File: src/rtl/jtkcpu_simctrl.sv
// Simulation control block: test-good/done flags plus NCH delayed interrupt lines.
// Optional macro JTKCPU_SIMCTRL_LFSR_EN randomises each IRQ delay with a 16-bit LFSR.
module jtkcpu_simctrl #(
    parameter int NCH    = 3,
    parameter int DW     = 8,
    parameter int FINCNT = 20
) (
    input  logic           clk,
    input  logic           rst_n,
    input  logic           cen2,
    input  logic           cs,
    input  logic           we,
    input  logic [1:0]     addr,
    input  logic [7:0]     din,
    output logic [7:0]     dout,
    output logic [NCH-1:0] irq_n,
    output logic           done,
    output logic           good
);
    localparam int FW = (FINCNT < 1) ? 1 : $clog2(FINCNT + 1);

    logic [NCH-1:0] r_req;
    logic [NCH-1:0] r_active;
    logic           r_armed;
    logic [DW-1:0]  r_cnt;
    logic [DW-1:0]  r_dly;
    logic           r_good;
    logic           r_done;
    logic           r_frun;
    logic [FW-1:0]  r_fcnt;
    logic           w_wr;
    logic           w_fire;
    logic [DW-1:0]  w_load;
    logic [7:0]     w_dout;

    assign w_wr   = cs & we & cen2;
    assign w_fire = r_armed && (r_cnt == {DW{1'b0}});

`ifdef JTKCPU_SIMCTRL_LFSR_EN
    logic [15:0] r_lfsr;

    // Fibonacci LFSR, taps 16,14,13,11, stepping with the bus clock enable
    always_ff @(posedge clk or negedge rst_n) begin
        if (!rst_n) begin
            r_lfsr <= 16'hACE1;
        end else if (cen2) begin
            r_lfsr <= {r_lfsr[14:0], r_lfsr[15] ^ r_lfsr[13] ^ r_lfsr[12] ^ r_lfsr[10]};
        end
    end

    assign w_load = r_lfsr[DW-1:0] & r_dly;
`else
    assign w_load = r_dly;
`endif

    // Interrupt request/delay engine; active uses the pre-write req so clears land one edge later
    always_ff @(posedge clk or negedge rst_n) begin
        if (!rst_n) begin
            r_req    <= {NCH{1'b0}};
            r_active <= {NCH{1'b0}};
            r_armed  <= 1'b0;
            r_cnt    <= {DW{1'b0}};
            r_dly    <= {DW{1'b0}};
        end else if (cen2) begin
            r_active <= r_req & (r_active | {NCH{w_fire}});
            if (w_wr && addr == 2'd1) begin
                r_req   <= din[NCH-1:0];
                r_cnt   <= w_load;
                r_armed <= 1'b1;
            end else if (w_fire) begin
                r_armed <= 1'b0;
            end else if (r_armed) begin
                r_cnt <= r_cnt - DW'(1);
            end
            if (w_wr && addr == 2'd2) begin
                r_dly <= din[DW-1:0];
            end
        end
    end

    // Good flag and clk-rate finish countdown; done is sticky until reset
    always_ff @(posedge clk or negedge rst_n) begin
        if (!rst_n) begin
            r_good <= 1'b0;
            r_done <= 1'b0;
            r_frun <= 1'b0;
            r_fcnt <= {FW{1'b0}};
        end else begin
            if (w_wr && addr == 2'd0) begin
                r_good <= din[1];
            end
            if (r_frun) begin
                if (r_fcnt == {FW{1'b0}}) begin
                    r_done <= 1'b1;
                    r_frun <= 1'b0;
                end else begin
                    r_fcnt <= r_fcnt - FW'(1);
                end
            end else if (w_wr && addr == 2'd0 && din[0] && !r_done) begin
                r_frun <= 1'b1;
                r_fcnt <= FW'(FINCNT);
            end
        end
    end

    // Combinational register read mux
    always_comb begin
        w_dout = 8'h00;
        if (cs) begin
            case (addr)
                2'd0:    w_dout = {6'b000000, r_good, r_done};
                2'd1:    w_dout[NCH-1:0] = r_req;
                2'd2:    w_dout[DW-1:0]  = r_dly;
                2'd3:    w_dout[NCH-1:0] = r_active;
                default: w_dout = 8'h00;
            endcase
        end else begin
            w_dout = 8'h00;
        end
    end

    assign dout  = w_dout;
    assign irq_n = ~r_active;
    assign done  = r_done;
    assign good  = r_good;

endmodule

File: config.mk
export PLATFORM = sky130hd
export DESIGN_NAME = jtkcpu_simctrl
export DESIGN_NICKNAME = d
export VERILOG_FILES = /design/src/rtl/jtkcpu_simctrl.sv
export SDC_FILE = /design/constraint.sdc
export NUM_CORES = 1
export LEC_CHECK = 0
export CORE_MARGIN = 5
export CORE_UTILIZATION = 56
export DETAILED_ROUTE_END_ITERATION = 16
export PLACE_DENSITY = 0.91
export SETUP_SLACK_MARGIN = 0.3
export SLEW_MARGIN = 20
export SYNTH_ARGS = -nofsm -noshare
export SYNTH_HDL_FRONTEND = slang
export SYNTH_SLANG_ARGS = --single-unit
File: constraint.sdc
create_clock -name clk -period 3.2 [get_ports clk]
set_input_delay 0.64 -clock clk [delete_from_list [all_inputs] [get_ports clk]]
set_output_delay 0.64 -clock clk [all_outputs]
set_load 0.1 [all_outputs]
==> impl_metrics.ini, run 1 <==
[grt]
wire_length_of_the_first_global_routing_pass_um = 6890
number_of_global_route_vias_before_repair = 1452
antenna_violations_before_repair = 0
overflow_left_after_global_routing = 0
global_route.usage.total = 0.217
grt_start_max_net_pins = 32

[clock_network]
worst_setup_hold_path_clk_slew_ns = 0.10
cts_hold_buf = 0
cts_num_sinks = 31
post-cts-setup-buffers = 0
cts_made_buffers = 5
worstSkewPairLatency_ns = 0.34
ctsRootBufferMaster = sky130_fd_sc_hd__clkbuf_4
cts-resized-gates = 0
clock_tree.htree_level_count = 2
clock_tree_from_tritoncts = done
cts_buffer_depth = 2

[worst_setup_path]
setup.reg_to_reg.worst_slack_ns = 1.27
crit_end = dout[1]
rr_worst_depth = 6
worstReg2RegStart = r_cnt[0]
crit_path_end_kind = output port
rr_endpoint = r_cnt[5]
crit_path_max_fanout = 3
critPathArrivalTime_ns = 2.10
setup.worst_path.start_class = primary input
worst-endpoint-required_ns = 2.56
crit_start = addr[0]
critPathKind = primary input to output port

[synthesis]
cell_count_after_synthesis = 158
post-synth-top-area-cell = sky130_fd_sc_hd__dfrtp_1
synth_top_area_frac = 0.458
ys_top_cells_by_area = sky130_fd_sc_hd__dfrtp_1, sky130_fd_sc_hd__mux2_2, sky130_fd_sc_hd__nand2_1, sky130_fd_sc_hd__mux4_2, sky130_fd_sc_hd__inv_1
synth_nets = 176
synth_seq_area_share = 0.458
ys_ff_latch = 31
ys.warnings.count = 0
ys_types = 47
synth_area_per_cell_um2 = 10.7
synth.cell_area_um2 = 1690

[floorplanning]
fp.dieW_um = 65.0
die_h_um = 65.0
die_area_um2 = 4220
coreArea_um2 = 2980
core.rowCount = 20
start_util = 0.568
io_pins = 28

[power_and_ir_drop]
part_of_the_power_in_combinational_logic = 0.361
vdd_ir_drop_max_v = 0.000352
clock_power_share = 0.196
swShare = 0.400
total_power_mw = 1.39
power-per-cell-area_nw_per_um2 = 658
internal_power_mw = 0.834
power.leakage_nw = 0.922
switching_power_mw = 0.555
seq_power_share = 0.443

[final_layout]
syn2layout_area_growth_pct = 24.6
filler_cell_count = 205
layout.cells.most_common_list = sky130_fd_sc_hd__dfrtp_1, sky130_fd_sc_hd__nand2_1, sky130_fd_sc_hd__clkdlybuf4s50_1
final_layout_size_suffix_gt1_frac = 0.258
finish.net_count = 207
antenna_cells = 0
layout.cells.most_common = sky130_fd_sc_hd__dfrtp_1

[detailed_routing]
route.detailed.wl_per_inst_um = 17.6
routed_wl_um = 3930
vias = 1352
drt.antenna.violating_nets = 0
drt_first_pass_iters = 4
route.detailed.drc = 0
routed_via_density = 6.06
dr.first_iter.drc_count = 61

[worst_hold_path]
hp-class = flop to flop

[job]
drv_cap = 0

[timing]
final_min_period_over_clock_period = 0.856
final_count_of_pins_violating_max_slew = 0
final_period_minus_worst_setup_slack_ns = 2.74
timing.hold.ws_ns = 0.487
totalNegativeSetupSlack_ns = 0
worst_slew_pin_slew_ns = 0.630
fmaxAchievable_mhz = 365
finalClockSkew_ns = 0.00898
setup_viol = 0
setup_ws_ns = 0.459
slew-limit-headroom = 0.580
final-hold-violation-count = 0
setup_repair_after_global_routing_missed_its_margin = no

[placed_design]
post-place-ws_ns = 0.450
post_detailed_placement_half_perimeter_wirelength_um = 2930
gp_congestion = 0.809
place.port_buffers = 27

[outcome]
status = complete, no violations
-- routing by layer --
layer  track usage  part of all wire
met5             0                 0
met4         0.119             0.027
met3        0.0503             0.052
met1         0.256              0.41
met2         0.364              0.51
-- Yosys cell counts, drive strengths merged --
cell type and n:
clkbuf 1, buf 4, or3 2, mux2 9, nor4b 1, nor3b 2, o21bai 1, inv 11
a21o 1, o311ai 2, a2bb2oi 3, dfrtp 31, and2 3, nand4 2, nor2b 2, nor3 2
a21oi 6, nor4 2, nand2b 1, and4bb 1, nand3b 3, nand4b 1, and3 6, mux4 2
nand2 20, and3b 1, a22oi 1, or3b 1, and4b 1, or4b 1, nor2 9, xor2 1
nand3 6, mux2i 1, ha 3, o21ai 10, xnor2 2, o31a 1, a31oi 1
-- metrics by stage --
step           utilization  cell area (um2)  std cells
2_1_floorplan            -             1700        158
3_3_place_gp         0.684             2040        215
3_5_place_dp         0.684             2040        215
4_1_cts              0.708             2110        223
5_1_grt              0.708             2110        223
6_report             0.708             2110        223
-- sequential cells by signal (all words and copies together) (netlist names) --
| signal | flops |
|---|---|
| r_active | 3 |
| r_armed | 1 |
| r_frun | 1 |
| done | 1 |
| r_fcnt | 5 |
| r_req | 3 |
| good | 1 |
| r_cnt | 8 |
| r_dly | 8 |
-- layout make-up --
cell class,count,area [um2],area share
inverter,11,41.3,0.0196
multi-input combinational,111,826,0.391
timing repair buffer,29,353,0.167
clock buffer,7,65.1,0.0308
sequential,31,776,0.368
tap,33,41.3,0.0196
clock inverter,1,7.51,0.00356
-- critical path, stage by stage --
cell	delay, ns
sky130_fd_sc_hd__clkdlybuf4s50_1	0.56
sky130_fd_sc_hd__mux4_2	0.53
sky130_fd_sc_hd__and2_1	0.20
sky130_fd_sc_hd__buf_12	0.17
-- logic make-up (layout without fill, tap and decap cells) --
| kind of cell | after synthesis | after routing | share of synthesized area |
|---|---|---|---|
| AND/OR/NAND/NOR | 67 | 67 | 0.249 |
| flip-flops | 31 | 31 | 0.458 |
| buffers and inverters | 16 | 48 | 0.0554 |
| multiplexers | 12 | 12 | 0.0924 |
| adder cells (fa/ha/maj) | 3 | 3 | 0.0222 |
| XOR/XNOR | 3 | 3 | 0.0155 |
| AO/OA/AOI/OAI | 26 | 26 | 0.107 |
-- power by group through the flow --
stage	logic, mW	clock network (mW)	registers, mW
final	0.501	0.273	0.615
after global routing	0.539	0.295	0.622
after CTS	0.501	0.273	0.607
after detailed placement	0.495	0	0.613
after global placement	0.468	0	0.600
after floorplan	0.352	0	0.601
-- how the worst min path moves through the flow --
stage / startpoint / endpoint / slack [ns] / cells past startpoint
3_5_place_dp: r_fcnt[4] / done / 0.48 / 1
6_report: r_fcnt[4] / done / 0.49 / 1
5_1_grt: r_fcnt[4] / done / 0.52 / 1
2_1_floorplan: rst_n / done / 0.34 / 0
4_1_cts: r_fcnt[4] / done / 0.49 / 1
3_3_place_gp: r_fcnt[4] / done / 0.47 / 1
Power figures use the tool's default switching activity.
==> run 2, diff against run 1 <==
--- a/config.mk
+++ b/config.mk
@@ -8,6 +8,7 @@
 export CORE_MARGIN = 5
 export CORE_UTILIZATION = 56
 export DETAILED_ROUTE_END_ITERATION = 16
+export MAX_ROUTING_LAYER = met4
 export PLACE_DENSITY = 0.91
 export SETUP_SLACK_MARGIN = 0.3
 export SLEW_MARGIN = 20
==> run 2 against run 1 <==
Count of clock-buffer cells in the layout stayed put. Sequential power about the same. Final cell count unchanged. Via count increased by 0.52%. Non-clock buffer count unchanged. Clock power barely moved. Clock skew grew 0.00062 ns. Fmax hardly changed. Register-to-register slack improved by 0.02 ns.
==> impl_metrics.ini, run 2 (synthesis gave the netlist of run 1 again) <==
[timing]
final_min_period_over_clock_period = 0.857
setup_ws_ns = 0.459
finalClockSkew_ns = 0.00960
slew-limit-headroom = 0.572
setup_viol = 0
fmaxAchievable_mhz = 365
worst_slew_pin_slew_ns = 0.642
final-hold-violation-count = 0
final_period_minus_worst_setup_slack_ns = 2.74
setup_repair_after_global_routing_missed_its_margin = no
totalNegativeSetupSlack_ns = 0
timing.hold.ws_ns = 0.487
final_count_of_pins_violating_max_slew = 0

[final_layout]
top_regs = r_cnt: 8 flops, r_dly: 8 flops, r_fcnt: 5 flops
finish.net_count = 207
layout.cells.most_common = sky130_fd_sc_hd__dfrtp_1
syn2layout_area_growth_pct = 24.6
filler_cell_count = 205
finalCoreUtilization = 0.708
final_layout_size_suffix_gt1_frac = 0.258
antenna_cells = 0
layout.cells.most_common_list = sky130_fd_sc_hd__dfrtp_1, sky130_fd_sc_hd__nand2_1, sky130_fd_sc_hd__clkdlybuf4s50_1

[grt]
overflow_left_after_global_routing = 0
grt_start_max_net_pins = 32
antenna_violations_before_repair = 0
number_of_global_route_vias_before_repair = 1442
wire_length_of_the_first_global_routing_pass_um = 6900
global_route.usage.total = 0.223

[power_and_ir_drop]
seq_power_share = 0.444
switching_power_mw = 0.550
vdd_ir_drop_max_v = 0.000348
power.leakage_nw = 0.922
power-per-cell-area_nw_per_um2 = 656
clock_power_share = 0.195
part_of_the_power_in_combinational_logic = 0.361
internal_power_mw = 0.834
swShare = 0.397

[worst_setup_path]
critPathKind = primary input to output port
worst-endpoint-required_ns = 2.56
critPathArrivalTime_ns = 2.10
critPathTopFamily = buffers and inverters
rr_endpoint = r_cnt[5]
crit_slowest_cell = sky130_fd_sc_hd__clkdlybuf4s50_1
crit_path_max_fanout = 3
crit_path_end_kind = output port
rr_worst_depth = 6
timing.critical_path.slowest_cell_delay_ns = 0.56
crit_buf_inv = 2
worstReg2RegStart = r_cnt[0]
setup.worst_path.start_class = primary input
setup.reg_to_reg.worst_slack_ns = 1.29
crit_chain = clkdlybuf4s50_1 > mux4_2 > and2_1 > buf_12

[floorplanning]
fp.dieW_um = 65.0
io_pins = 28
die_h_um = 65.0
coreArea_um2 = 2980
die_area_um2 = 4220
core.rowCount = 20
start_util = 0.568

[detailed_routing]
drt_first_pass_iters = 4
routed_wl_um = 3890
vias = 1359
dr.first_iter.drc_count = 66
routed_via_density = 6.09
drt.antenna.violating_nets = 0
route.detailed.wl_per_inst_um = 17.4
route.detailed.drc = 0

[worst_hold_path]
hp-class = flop to flop
worst_hold_path.num_cells = 1
hp-start = r_fcnt[4]
holdPathEnd = done

[clock_network]
cts_made_buffers = 5
worstSkewPairLatency_ns = 0.34
ctsRootBufferMaster = sky130_fd_sc_hd__clkbuf_4
clock_tree.htree_level_count = 2
post-cts-setup-buffers = 0
cts_num_sinks = 31
clock_tree_from_tritoncts = done
cts_hold_buf = 0
cts-resized-gates = 0
cts_buffer_depth = 2
worst_setup_hold_path_clk_slew_ns = 0.10

[placed_design]
place.port_buffers = 27
gp_congestion = 0.821
post_detailed_placement_half_perimeter_wirelength_um = 2930
post-place-ws_ns = 0.450

[outcome]
status = complete, no violations

[job]
drv_cap = 0
-- run 2: cell counts in the layout (fill, tap and decap cells not counted) --
No cell type changed its count.
-- run 2: layer usage --
metal | vias up | GRT usage | share of wire
met1 | 661 | 0.259 | 0.40
li1 | 623 | - | -
met4 | 0 | 0.0950 | 0.021
met5 | - | - | 0
met2 | 65 | 0.364 | 0.52
met3 | 10 | 0.0624 | 0.058
-- run 2: final cells by class --
class / instances / area, um2 / share of cell area
clock buffers: 7 / 65.1 / 0.0308
clock inverters: 1 / 7.51 / 0.00356
inverters: 11 / 41.3 / 0.0196
multi-input cells: 111 / 826 / 0.391
flip-flops and latches: 31 / 776 / 0.368
well taps: 33 / 41.3 / 0.0196
repair buffers: 29 / 353 / 0.167
-- run 2: worst max path at each step --
stage / from / to / slack [ns] / cells past startpoint
after CTS: addr[0] / dout[1] / 0.45 / 4
after floorplan: done / dout[0] / 0.51 / 2
after global placement: addr[0] / dout[0] / 0.50 / 4
after global routing: addr[0] / dout[1] / 0.41 / 4
final: addr[0] / dout[1] / 0.46 / 4
after detailed placement: addr[0] / dout[1] / 0.45 / 4
-- run 2: power groups by stage --
stage | Sequential, mW | Combinational (mW) | Clock (mW)
3_3_place_gp | 0.600 | 0.468 | 0
6_report | 0.614 | 0.500 | 0.270
5_1_grt | 0.622 | 0.539 | 0.296
3_5_place_dp | 0.613 | 0.495 | 0
4_1_cts | 0.607 | 0.501 | 0.273
2_1_floorplan | 0.601 | 0.352 | 0
-- run 2: through the flow --
stage	total power, mW	instance area (um2)	std cells
floorplan	0.953	1700	158
global placement	1.07	2040	215
detailed placement	1.11	2040	215
CTS	1.38	2110	223
global route	1.46	2110	223
finish	1.38	2110	223
==> run 3, diff against run 2 <==
--- a/config.mk
+++ b/config.mk
@@ -9,7 +9,7 @@
 export CORE_UTILIZATION = 56
 export DETAILED_ROUTE_END_ITERATION = 16
 export MAX_ROUTING_LAYER = met4
-export PLACE_DENSITY = 0.91
+export PLACE_DENSITY = 0.85
 export SETUP_SLACK_MARGIN = 0.3
 export SLEW_MARGIN = 20
 export SYNTH_ARGS = -nofsm -noshare
==> run 3 against run 2 <==
Non-clock buffer count is the same. Sequential power decreased by 1%. Wire length fell by 9.0%. Combinational power fell by 3%. Critical path type unchanged. Highest routed layer unchanged.
==> impl_metrics.ini, run 3 (synthesis gave the netlist of run 1 again) <==
[outcome]
status = complete, no violations

[worst_hold_path]
worst_hold_path.num_cells = 1
hp-start = r_fcnt[4]
hp-class = flop to flop

[worst_setup_path]
critPathArrivalTime_ns = 2.08
crit_slowest_cell = sky130_fd_sc_hd__clkdlybuf4s50_1
setup.worst_path.start_class = primary input
critPathKind = primary input to output port
worst-endpoint-required_ns = 2.56
timing.critical_path.slowest_cell_delay_ns = 0.54
crit_path_max_fanout = 3
crit_start = addr[0]
crit_path_end_kind = output port
worstReg2RegStart = r_cnt[0]
crit_chain = clkdlybuf4s50_1 > mux4_2 > and2_1 > buf_12
rr_worst_depth = 6

[floorplanning]
io_pins = 28
coreArea_um2 = 2980
die_area_um2 = 4220
core.rowCount = 20
die_h_um = 65.0
fp.dieW_um = 65.0
start_util = 0.568

[power_and_ir_drop]
switching_power_mw = 0.517
seq_power_share = 0.463
power-per-cell-area_nw_per_um2 = 626
power.leakage_nw = 0.914
clock_power_share = 0.166
internal_power_mw = 0.790
part_of_the_power_in_combinational_logic = 0.371
vdd_ir_drop_max_v = 0.000339
total_power_mw = 1.31
swShare = 0.395

[grt]
global_route.usage.total = 0.198
wire_length_of_the_first_global_routing_pass_um = 6220
overflow_left_after_global_routing = 0
grt_start_max_net_pins = 32
antenna_violations_before_repair = 0
number_of_global_route_vias_before_repair = 1404

[detailed_routing]
route.detailed.drc = 0
drt_first_pass_iters = 4
routed_wl_um = 3540
drt.antenna.violating_nets = 0
dr.first_iter.drc_count = 88
routed_via_density = 5.92
vias = 1321
route.detailed.wl_per_inst_um = 15.9

[clock_network]
worst_setup_hold_path_clk_slew_ns = 0.09
cts_hold_buf = 0
worstSkewPairLatency_ns = 0.34
ctsRootBufferMaster = sky130_fd_sc_hd__clkbuf_4
cts_made_buffers = 5
clock_tree.htree_level_count = 2
clock_tree_from_tritoncts = done
post-cts-setup-buffers = 0
cts-resized-gates = 0
cts_buffer_depth = 2
cts_num_sinks = 31

[final_layout]
layout.cells.most_common = sky130_fd_sc_hd__dfrtp_1
finish.net_count = 207
syn2layout_area_growth_pct = 23.3
final_layout_size_suffix_gt1_frac = 0.247
post-route-cell-area_um2 = 2090
layout.cells.most_common_list = sky130_fd_sc_hd__dfrtp_1, sky130_fd_sc_hd__nand2_1, sky130_fd_sc_hd__clkdlybuf4s50_1
top_regs = r_cnt: 8 flops, r_dly: 8 flops, r_fcnt: 5 flops
antenna_cells = 0
post_layout_nonfiller_instances = 223

[timing]
fmaxAchievable_mhz = 367
worst_slew_pin_slew_ns = 0.601
setup_repair_after_global_routing_missed_its_margin = no
slew-limit-headroom = 0.600
final_min_period_over_clock_period = 0.851
final-hold-violation-count = 0
totalNegativeSetupSlack_ns = 0
final_period_minus_worst_setup_slack_ns = 2.72
finalClockSkew_ns = 0.00783
setup_viol = 0
final_count_of_pins_violating_max_slew = 0

[placed_design]
gp_congestion = 0.828
total_placed_cells_including_tap_cells = 215
place.port_buffers = 27
dpl-instance-area_um2 = 2040
post_detailed_placement_half_perimeter_wirelength_um = 2670

[job]
drv_cap = 0
## run 3: cell count changes in the layout (fill, tap and decap cells not counted)
cell | previous run | this run
sky130_fd_sc_hd__clkbuf_1 | 0 | 2
sky130_fd_sc_hd__clkinvlp_4 | 1 | 0
sky130_fd_sc_hd__clkinv_2 | 0 | 1
sky130_fd_sc_hd__clkbuf_8 | 2 | 0
## run 3: layout make-up
| type | count | area, um2 |
|---|---|---|
| multi-input combinational | 111 | 826 |
| inverter | 11 | 41.3 |
| timing repair buffer | 29 | 353 |
| sequential | 31 | 776 |
| clock inverter | 1 | 5.00 |
| fill | 224 | 891 |
| tap | 33 | 41.3 |
| clock buffer | 7 | 45.0 |
## run 3: stage by stage
| step | utilization | setup WS [ns] | hold WS, ns |
|---|---|---|---|
| after CTS | 0.701 | 0.464 | 0.490 |
| after global placement | 0.684 | 0.510 | 0.467 |
| after floorplan | - | 0.515 | 0.344 |
| after global routing | 0.701 | 0.409 | 0.533 |
| final | 0.701 | 0.478 | 0.479 |
| after detailed placement | 0.684 | 0.464 | 0.478 |
## run 3: power groups by stage
stage	registers, mW	logic, mW	clock network [mW]
after floorplan	0.601	0.352	0
after global placement	0.602	0.470	0
after detailed placement	0.609	0.485	0
after CTS	0.602	0.489	0.221
after global routing	0.619	0.527	0.240
final	0.605	0.486	0.217
## run 3: path summary, 6_finish.rpt
kind / endpoint / slack (ns)
worst min register to register: done / 0.48
worst max register to register: r_cnt[5] / 1.38
max in group asynchronous: r_fcnt[3] / 2.22
min in group asynchronous: r_cnt[2] / 0.69
worst max-delay path: dout[1] / 0.48
worst min-delay path: done / 0.48
## run 3: worst max-delay path: cells and delay by family
kind	cells	cell delay (ns)
buf+inv	2	0.71
simple gates	1	0.21
mux	1	0.52
## run 3: layer usage
| metal | share of wire | GRT usage |
|---|---|---|
| met5 | 0 | - |
| met4 | 0.015 | 0.0686 |
| met3 | 0.055 | 0.0641 |
| met2 | 0.52 | 0.337 |
| met1 | 0.41 | 0.219 |
